### src/rtl/line_buffer_win3x3.sv
// rtl/line_buffer_win3x3.sv - raster-order pixel stream to 3x3 sliding window with valid/ready handshake
module line_buffer_win3x3 #(
   parameter int IMG_W = 8,
   parameter int IMG_H = 8
) (
   input  logic       clk,
   input  logic       rst,
   input  logic [7:0] pix_in,
   input  logic       pix_valid,
   output logic       pix_ready,
   output logic [7:0] in0,
   output logic [7:0] in1,
   output logic [7:0] in2,
   output logic [7:0] in3,
   output logic [7:0] in4,
   output logic [7:0] in5,
   output logic [7:0] in6,
   output logic [7:0] in7,
   output logic [7:0] in8,
   output logic       start,
   input  logic       win_ready,
   output logic       frame_done
);

   localparam int CW = (IMG_W > 1) ? $clog2(IMG_W) : 1;
   localparam int RW = (IMG_H > 1) ? $clog2(IMG_H) : 1;

   logic [CW-1:0] col;
   logic [RW-1:0] row;
   logic [7:0]    linebuf1 [IMG_W];
   logic [7:0]    linebuf2 [IMG_W];
   logic [7:0]    lb_top;
   logic [7:0]    lb_mid;
   logic          accept;
   logic          col_last;
   logic          row_last;
   logic          qualify;

   // A held window blocks new pixels so the window registers never change under it
   assign pix_ready = !start || win_ready;
   assign accept    = pix_valid && pix_ready;
   assign col_last  = (col == CW'(IMG_W - 1));
   assign row_last  = (row == RW'(IMG_H - 1));
   assign qualify   = (row >= RW'(2)) && (col >= CW'(2));
   assign lb_top    = linebuf2[col];
   assign lb_mid    = linebuf1[col];

   // Raster position of the next pixel to be accepted
   always_ff @(posedge clk or posedge rst) begin
      if (rst) begin
         col <= '0;
         row <= '0;
      end else if (accept) begin
         if (col_last) begin
            col <= '0;
            row <= row_last ? '0 : row + RW'(1);
         end else begin
            col <= col + CW'(1);
         end
      end
   end

   // Line buffers keep the two previous rows; contents need no reset since
   // windows are only emitted once both rows have been written in this frame
   always_ff @(posedge clk) begin
      if (accept) begin
         linebuf2[col] <= lb_mid;
         linebuf1[col] <= pix_in;
      end
   end

   // Shift the 3x3 window left and load the new right column top to bottom
   always_ff @(posedge clk or posedge rst) begin
      if (rst) begin
         in0 <= '0; in1 <= '0; in2 <= '0;
         in3 <= '0; in4 <= '0; in5 <= '0;
         in6 <= '0; in7 <= '0; in8 <= '0;
      end else if (accept) begin
         in0 <= in1; in1 <= in2; in2 <= lb_top;
         in3 <= in4; in4 <= in5; in5 <= lb_mid;
         in6 <= in7; in7 <= in8; in8 <= pix_in;
      end
   end

   // Window-valid and end-of-frame flags: set by a qualifying accept, held while stalled
   always_ff @(posedge clk or posedge rst) begin
      if (rst) begin
         start      <= 1'b0;
         frame_done <= 1'b0;
      end else if (accept) begin
         start      <= qualify;
         frame_done <= qualify && row_last && col_last;
      end else if (win_ready) begin
         start      <= 1'b0;
         frame_done <= 1'b0;
      end
   end

endmodule

### config.mk
export PLATFORM = sky130hd
export DESIGN_NAME = line_buffer_win3x3
export DESIGN_NICKNAME = d
export VERILOG_FILES = /design/src/rtl/line_buffer_win3x3.sv
export SDC_FILE = /design/constraint.sdc
export NUM_CORES = 1
export LEC_CHECK = 0
export ABC_AREA = 1
export BUFFER_PORTS_ARGS = -buffer_cell sky130_fd_sc_hd__buf_2
export CORE_MARGIN = 5
export CORE_UTILIZATION = 45
export CTS_CLUSTER_SIZE = 24
export DETAILED_ROUTE_END_ITERATION = 10
export SLEW_MARGIN = 0
export SYNTH_ARGS = -nofsm -noshare
export SYNTH_HDL_FRONTEND = slang
export SYNTH_SLANG_ARGS = --single-unit
export TNS_END_PERCENT = 50
### constraint.sdc
create_clock -name clk -period 3.3 [get_ports clk]
set_input_delay 0.165 -clock clk [delete_from_list [all_inputs] [get_ports clk]]
set_output_delay 0.165 -clock clk [all_outputs]
set_load 0.01 [all_outputs]
==> results of run 1 <==
==> cells in the mapped netlist <==
cell type / count / area, um2
clkbuf_1: 6 / 22.5
buf_4: 10 / 75.1
inv_6: 1 / 8.76
nor4_1: 6 / 37.5
edfxtp_1: 128 / 3840
nor2_1: 2 / 7.51
inv_2: 1 / 3.75
nand2_1: 465 / 1750
nor3_1: 2 / 10.0
inv_4: 1 / 6.26
inv_1: 30 / 113
nand3_1: 2 / 10.0
ha_1: 6 / 75.1
o21ai_1: 7 / 35.0
dfrtp_1: 80 / 2000
buf_2: 20 / 100
o22ai_1: 1 / 6.26
buf_8: 1 / 15.0
o21ai_0: 48 / 240
buf_6: 6 / 67.6
or2_2: 1 / 6.26
nand2_2: 2 / 12.5
==> final cells by class <==
| type | instances | area share [%] |
|---|---|---|
| clock buffer | 31 | 6.22 |
| clock inverter | 9 | 1.45 |
| inverter | 33 | 1.34 |
| multi-input combinational | 542 | 22.6 |
| sequential | 208 | 59.1 |
| tap | 234 | 2.96 |
| timing repair buffer | 111 | 6.37 |
==> metrics by stage <==
stage | hold slack, ns | std cells
floorplan | 0.264 | 826
global placement | 0.394 | 1123
detailed placement | 0.402 | 1123
CTS | 0.0118 | 1168
global route | 0.0171 | 1168
finish | 0.0178 | 1168
==> worst max path at each step <==
stage,to,from
after floorplan,linebuf1[5][0],start
after global placement,row[1],col[0]
after detailed placement,row[1],col[0]
after CTS,row[1],col[0]
after global routing,row[1],col[0]
final,row[1],col[0]
==> critical path, stage by stage (launching register included) <==
cell	delay, ns
dfrtp_2	0.64
buf_4	0.55
ha_1	0.24
ha_1	0.13
inv_1	0.05
nor2_1	0.24
inv_1	0.11
nand2_1	0.06
o21ai_0	0.07
==> cell families (layout without fill, tap and decap cells) <==
| kind of cell | count (synthesis) | after routing | share of synthesized area (%) |
|---|---|---|---|
| AND/OR/NAND/NOR | 480 | 480 | 21.7 |
| flip-flops | 208 | 208 | 69.2 |
| buffers and inverters | 76 | 184 | 4.88 |
| AO/OA/AOI/OAI | 56 | 56 | 3.33 |
| adder cells (fa/ha/maj) | 6 | 6 | 0.889 |
==> where the power goes <==
part / internal [uW] / switching [uW]
Sequential: 3640 / 348
Clock: 1610 / 961
Combinational: 889 / 2070
==> metal layers <==
layer / track usage [%] / up-vias
li1: - / 2828
met1: 23.2 / 2667
met2: 29.9 / 117
met3: 2.81 / 26
met4: 3.91 / 0
met5: 0 / -
==> state kept, by name, summed over array words and instances, names as in the netlist <==
register	cells
col	3
in5	8
row	3
in7	8
in1	8
frame_done	1
in0	8
in4	8
linebuf1	64
in3	8
start	1
in8	8
in2	8
in6	8
linebuf2	64
==> timing repair <==
item                                   CTS  global route
resized for setup                        0             0
endpoints found under the hold margin   76             0
hold buffers                             5             0
==> out/qor.yml, run 1 <==
place:
  place_ws_ns: 1.04
  place.gp.congestion: 0.762
  dp_hpwl_um: 11400
  io_buffers: 86
  placed_area_um2: 9090
final_layout:
  n_fill_cell: 1670
  drive_gt1_share_pct: 16.5
  layout_commonest_cell: "nand2_1"
  synthToLayoutAreaGrowth_pct: 17.2
  register_area_um2: 5850
  nNetsFinal: 936
  finish.utilization_pct: 53.3
  final_cell_mix: "nand2_1, edfxtp_1, buf_2, dfrtp_1, o21ai_0"
  n_antenna_cell: 0
  multi_input_area_um2: 2230
  fin_area_um2: 9900
setup_path:
  reg2reg_from: "col[0]"
  crit_type: "reg -> reg"
  crit_arrival_ns: 2.64
  worstPathMaxFanout: 48
  crit_path_start_kind: "flop"
  rr_endpoint: "row[1]"
  regToRegSetupSlack_ns: 1.03
  crit_path_end_kind: "flop"
  worst-endpoint-required_ns: 3.67
  worst_r2r_path_depth: 8
drt:
  viasPerCell: 4.83
  vias: 5638
  drc_errors: 0
  top_layer: "met4"
  post_drt_wl_per_cell_um: 15.8
  dr_wl_met2_um: 8930
  routed_wl_um: 18500
  dr.pass1.iters: 5
  antenna_left: 0
  drt-met1-wl_um: 8330
  wl_met3_um: 880
  drt_iter0_markers: 357
logic_synthesis:
  synth_area_um2: 8440
  yosysSeqAreaShare_pct: 69.2
  yosysUniqueCellTypes: 22
  syn-num-nets: 844
  synth-seq-cells: 208
  yosys_warnings: 0
  avgSynthCellArea_um2: 10.2
  syn_inst: 826
grt:
  track_usage_pct: 17.3
  overflow: 0
  grt_max_degree: 77
  antenna_found_initial: 0
  grt_pass1_vias: 5683
  grt_pass1_wl_um: 30400
sta:
  grt_setup_unrepaired: "no"
  period_needed_ns: 2.27
  finalMaxSlewViolations: 0
  fin_ws_ns: 1.03
  worstMarginPinSlew_ns: 0.957
  hold_violations: 0
  fin_crit_sh_pct: 68.8
  final.setup_skew_ns: 0.0209
  slew_headroom_pct: 36.2
  setup_tns_ns: 0
  setup_viol: 0
  timing.fmax_ghz: 0.441
clock_network:
  cts_buffers: 22
  htreeDepth: 1
  clock_sinks: 208
  post-cts-setup-buffer-count: 0
  clk_latency_ns: 0.50
  cts_tree: "done"
  cts-root-buf: "clkbuf_16"
  cts.path.max_buffers: 3
  clk_pin_slew_ns: 0.06
outcome:
  run_status: "completed"
hold_path:
  whs_path_depth: 3
  min-delay-start: "pix_in[1]"
  hold_end: "in8[1]"
  hold_class: "in -> reg"
floorplan:
  start_util_pct: 45.4
  io_pins: 87
  core_area_um2: 18600
  fp-row-count: 50
  die_w_um: 147
  die_h_um: 147
  dieArea_um2: 21600
pwr:
  p_per_area_nw_per_um2: 962
  ir_drop_v: 0.000469
  p_total_uw: 9520
  p_leak_uw: 0.00461
run:
  cap_viol_max_count: 0
Power figures use the tool's default switching activity.
==> run 2, diff against run 1 <==
Clock period 3.3 ns to 2.2 ns, I/O delays scaled along.
==> out/qor.yml, run 2 (synthesis results as in run 1) <==
outcome:
  run_status: "completed"
final_layout:
  drive_gt1_share_pct: 17.8
  n_antenna_cell: 0
  reg_top3: "linebuf1 x64, linebuf2 x64"
  nNetsFinal: 952
  finish.utilization_pct: 54.4
  n_fill_cell: 1635
  multi_input_area_um2: 2290
  fin_area_um2: 10100
  synthToLayoutAreaGrowth_pct: 19.8
  final_cell_mix: "nand2_1, edfxtp_1, buf_2, dfrtp_1, o21ai_0"
  layout_commonest_cell: "nand2_1"
  register_area_um2: 5850
setup_path:
  cpPeakStageDelay_ns: 0.44
  crit_arrival_ns: 2.15
  cp_common_cell: "nand2_1"
  worst-endpoint-required_ns: 2.62
  worst_r2r_path_depth: 10
  crit_path_start_kind: "flop"
  crit_path_top_delay_cell: "dfrtp_2"
  crit_type: "reg -> reg"
  crit_chain: "inv_6 > buf_4 > nand2_1 > nand2_1 > nand2_1 > nand2_1 > nand2_1 > nand2_1 > nand2_1 > nand2_1"
  crit_path_end_kind: "flop"
  worstPathMaxFanout: 54
grt:
  overflow: 0
  grt_pass1_wl_um: 31600
  track_usage_pct: 18.3
  antenna_found_initial: 0
  grt_max_degree: 55
  grt_pass1_vias: 5818
place:
  placed_area_um2: 9280
  place.gp.congestion: 0.769
  io_buffers: 86
  dp_hpwl_um: 12300
  place_ws_ns: 0.499
clock_network:
  cts_tree: "done"
  cts-root-buf: "clkbuf_16"
  clock_sinks: 208
  cts_buffers: 22
  htreeDepth: 1
  cts.path.max_buffers: 3
  clk_pin_slew_ns: 0.07
  cts_resized: 0
  clk_latency_ns: 0.51
sta:
  fin_crit_sh_pct: 78.2
  period_needed_ns: 1.72
  grt_setup_unrepaired: "no"
  worstMarginPinSlew_ns: 0.628
  fin_ws_ns: 0.480
  timing.fmax_ghz: 0.581
  setup_viol: 0
  finalMaxSlewViolations: 0
  hold_violations: 0
  setup_tns_ns: 0
  slew_headroom_pct: 58.1
  final.setup_skew_ns: 0.0183
pwr:
  ir_drop_v: 0.000662
  p_total_uw: 14400
  p_leak_uw: 0.00469
  p_per_area_nw_per_um2: 1420
drt:
  vias: 5801
  post_drt_wl_per_cell_um: 16.4
  dr.pass1.iters: 5
  drc_errors: 0
  routed_wl_um: 19400
  drt_iter0_markers: 346
  antenna_left: 0
  viasPerCell: 4.90
floorplan:
  die_w_um: 147
  io_pins: 87
  core_area_um2: 18600
  die_h_um: 147
  start_util_pct: 45.4
  dieArea_um2: 21600
  fp-row-count: 50
run:
  cap_viol_max_count: 0
hold_path:
  whs_path_depth: 4
  hold_class: "in -> reg"
-- run 2: changes by cell type in the layout (fill, tap and decap cells not counted), moves of 2 or more --
| cell | delta |
|---|---|
| buf_12 | +4 |
| clkinv_2 | -3 |
| clkbuf_8 | +3 |
| clkinv_4 | +3 |
| clkbuf_1 | -3 |
| buf_4 | +7 |
| inv_6 | +2 |
| clkinvlp_4 | +2 |
| dlygate4sd3_1 | +5 |
| nor4_4 | +6 |
| bufinv_16 | -3 |
| nor4_2 | -6 |
-- run 2: stage by stage --
stage,cells,hold WS (ns)
after floorplan,826,0.209
after global placement,1134,0.216
after detailed placement,1134,0.220
after CTS,1184,0.101
after global routing,1184,0.142
final,1184,0.122
-- run 2: report_power, final --
part,switching [uW],internal (uW)
Sequential,492,5450
Combinational,3240,1490
Clock,1510,2190
Total,5250,9130
-- run 2: final timing paths --
check | start | endpoint | slack (ns)
setup / recovery | col[0] | in2[1] | 0.48
hold / removal | pix_valid | in5[3] | 0.12
setup reg to reg | col[0] | in2[1] | 0.48
hold reg to reg | in0[1] | in0[1] | 0.48
max in group asynchronous | rst | in0[1] | 1.30
min in group asynchronous | rst | in8[4] | 0.23
-- run 2: final cells by class --
cell class	count	share of cell area [%]
timing repair buffer	127	8.04
clock buffer	31	6.38
sequential	208	57.8
tap	234	2.89
multi-input combinational	542	22.6
clock inverter	9	0.928
inverter	33	1.31
-- run 2: layer usage --
metal  global-route usage, %  part of all wire (%)
met1                    24.7                    45
met2                    31.3                    49
met3                    2.96                   4.0
met4                    4.43                   1.9
met5                       0                     0
-- run 2: what timing repair did --
item,in CTS,in global routing
setup buffers,0,0
hold endpoints to repair,107,0
hold buffers,10,0
-- run 2: critical path, delay by kind of cell, from the launching register on --
| kind | cells | cell delay (ns) |
|---|---|---|
| flops | 1 | 0.44 |
| buf+inv | 2 | 0.70 |
| simple gates | 8 | 0.50 |
==> run 3, diff against run 2 <==
Clock period 2.2 ns to 1.6 ns, I/O delays scaled along.
==> out/qor.yml, run 3 (synthesis results as in run 1) <==
grt:
  track_usage_pct: 18.0
  grt_max_degree: 69
  overflow: 0
  antenna_found_initial: 0
  grt_pass1_wl_um: 31500
  grt_pass1_vias: 5960
place:
  dp_hpwl_um: 12500
  place.gp.congestion: 0.793
  placed_area_um2: 9580
  io_buffers: 86
setup_path:
  worstPathMaxFanout: 9
  crit_type: "reg -> reg"
  crit_arrival_ns: 1.78
  worst-endpoint-required_ns: 1.80
  crit_path_start_kind: "flop"
  reg2reg_from: "col[1]"
  crit_path_end_kind: "flop"
  worst_r2r_path_depth: 4
  regToRegSetupSlack_ns: 0.02
  rr_endpoint: "linebuf2[0][4]"
clock_network:
  clk_pin_slew_ns: 0.06
  htreeDepth: 1
  cts_tree: "done"
  cts-root-buf: "clkbuf_16"
  cts.path.max_buffers: 3
  clk_latency_ns: 0.50
  cts_buffers: 22
  clock_sinks: 208
floorplan:
  die_h_um: 147
  core_area_um2: 18600
  start_util_pct: 45.4
  io_pins: 87
  fp-row-count: 50
  die_w_um: 147
  dieArea_um2: 21600
pwr:
  p_seq_share_pct: 39.0
  p_leak_uw: 0.00486
  internal_power_uw: 13600
  p_sw_uw: 7370
  combPwrFrac_pct: 36.4
  p_per_area_nw_per_um2: 2000
  ir_drop_v: 0.00104
  clkPwrFrac_pct: 24.6
  switching_share_pct: 35.2
drt:
  dr.pass1.iters: 4
  drt_iter0_markers: 359
  antenna_left: 0
  drc_errors: 0
  routed_wl_um: 19200
  viasPerCell: 4.84
  post_drt_wl_per_cell_um: 15.9
  vias: 5832
final_layout:
  drive_gt1_share_pct: 19.9
  synthToLayoutAreaGrowth_pct: 24.1
  n_antenna_cell: 0
  n_fill_cell: 1610
  reg_top3: "linebuf1 x64, linebuf2 x64"
  nNetsFinal: 974
  fin_area_um2: 10500
  layout_commonest_cell: "nand2_1"
  finish.utilization_pct: 56.4
  final_cell_mix: "nand2_1, edfxtp_1, buf_2, dfrtp_1, o21ai_0"
sta:
  timing.fmax_ghz: 0.631
  period_needed_ns: 1.58
  fin_hold_ws_ns: 0.138
  final.setup_skew_ns: 0.0198
  slew_headroom_pct: 71.9
  hold_violations: 0
  grt_setup_unrepaired: "yes"
  setup_tns_ns: 0
  setup_viol: 0
  finalMaxSlewViolations: 0
  fin_crit_sh_pct: 99.0
  worstMarginPinSlew_ns: 0.421
run:
  cap_viol_max_count: 0
outcome:
  run_status: "completed"
hold_path:
  hold_class: "in -> async"
[run 3: changes by cell type in the layout (fill, tap and decap cells not counted), moves of 2 or more]
cell,before,now
buf_12,4,17
buf_4,27,33
buf_6,0,2
bufinv_16,1,3
clkbuf_1,4,7
clkbuf_8,4,1
clkinv_2,2,4
clkinv_4,3,0
inv_6,3,0
nand2_1,465,462
nand2_2,1,4
[run 3: per-stage QoR]
step | instances | setup slack [ns] | power (uW)
final | 1206 | 0.0160 | 20900
after global routing | 1206 | -0.0517 | 22400
after CTS | 1203 | 0.0237 | 21100
after detailed placement | 1153 | -0.00447 | 15800
after global placement | 1153 | 0.0188 | 15800
after floorplan | 826 | -0.369 | 12600
[run 3: area by class of cell]
type,instances,area (um2),share of cell area [%]
clock buffers,31,616,5.87
clock inverters,9,121,1.16
inverters,33,143,1.36
multi-input cells,542,2310,22.0
flip-flops and latches,208,5850,55.8
well taps,234,293,2.79
repair buffers,148,1140,10.9
repair inverters,1,11.3,0.107
[run 3: per-layer routing]
layer	wire length (um)	vias to the layer above	track usage, %	share of wire, %
li1	-	2908	-	-
met1	8550	2773	23.8	44
met2	9500	112	31.4	49
met3	717	39	2.68	3.7
met4	448	0	4.57	2.3
met5	0	-	0	0
[run 3: worst max-delay path by stage]
stage,start,endpoint,depth (start not counted)
finish,col[1],linebuf2[0][4],4
global route,col[0],in5[2],10
CTS,col[0],in5[3],9
detailed placement,col[1],linebuf2[0][7],4
global placement,col[1],linebuf1[0][1],4
floorplan,start,linebuf1[5][0],5
[run 3: power by group through the flow]
stage	sequential (uW)	clock, uW	combinational [uW]
global route	8340	5510	8570
global placement	8250	0	7540
finish	8180	5150	7620
CTS	8190	5250	7650
detailed placement	8270	0	7580
floorplan	8490	0	4090
[run 3: repair_timing]
action	in CTS	in global routing
setup endpoints to repair	34	51
hold buffers	10	0
gates resized for setup	3	9
hold endpoints to repair	154	0
cloned	0	1
setup buffers	0	2
[run 3: worst max-delay path, stage by stage (launching register included)]
cell     delay, ns
dfrtp_2       0.46
inv_4         0.16
nand2_1       0.17
nor3_2        0.28
buf_4         0.22
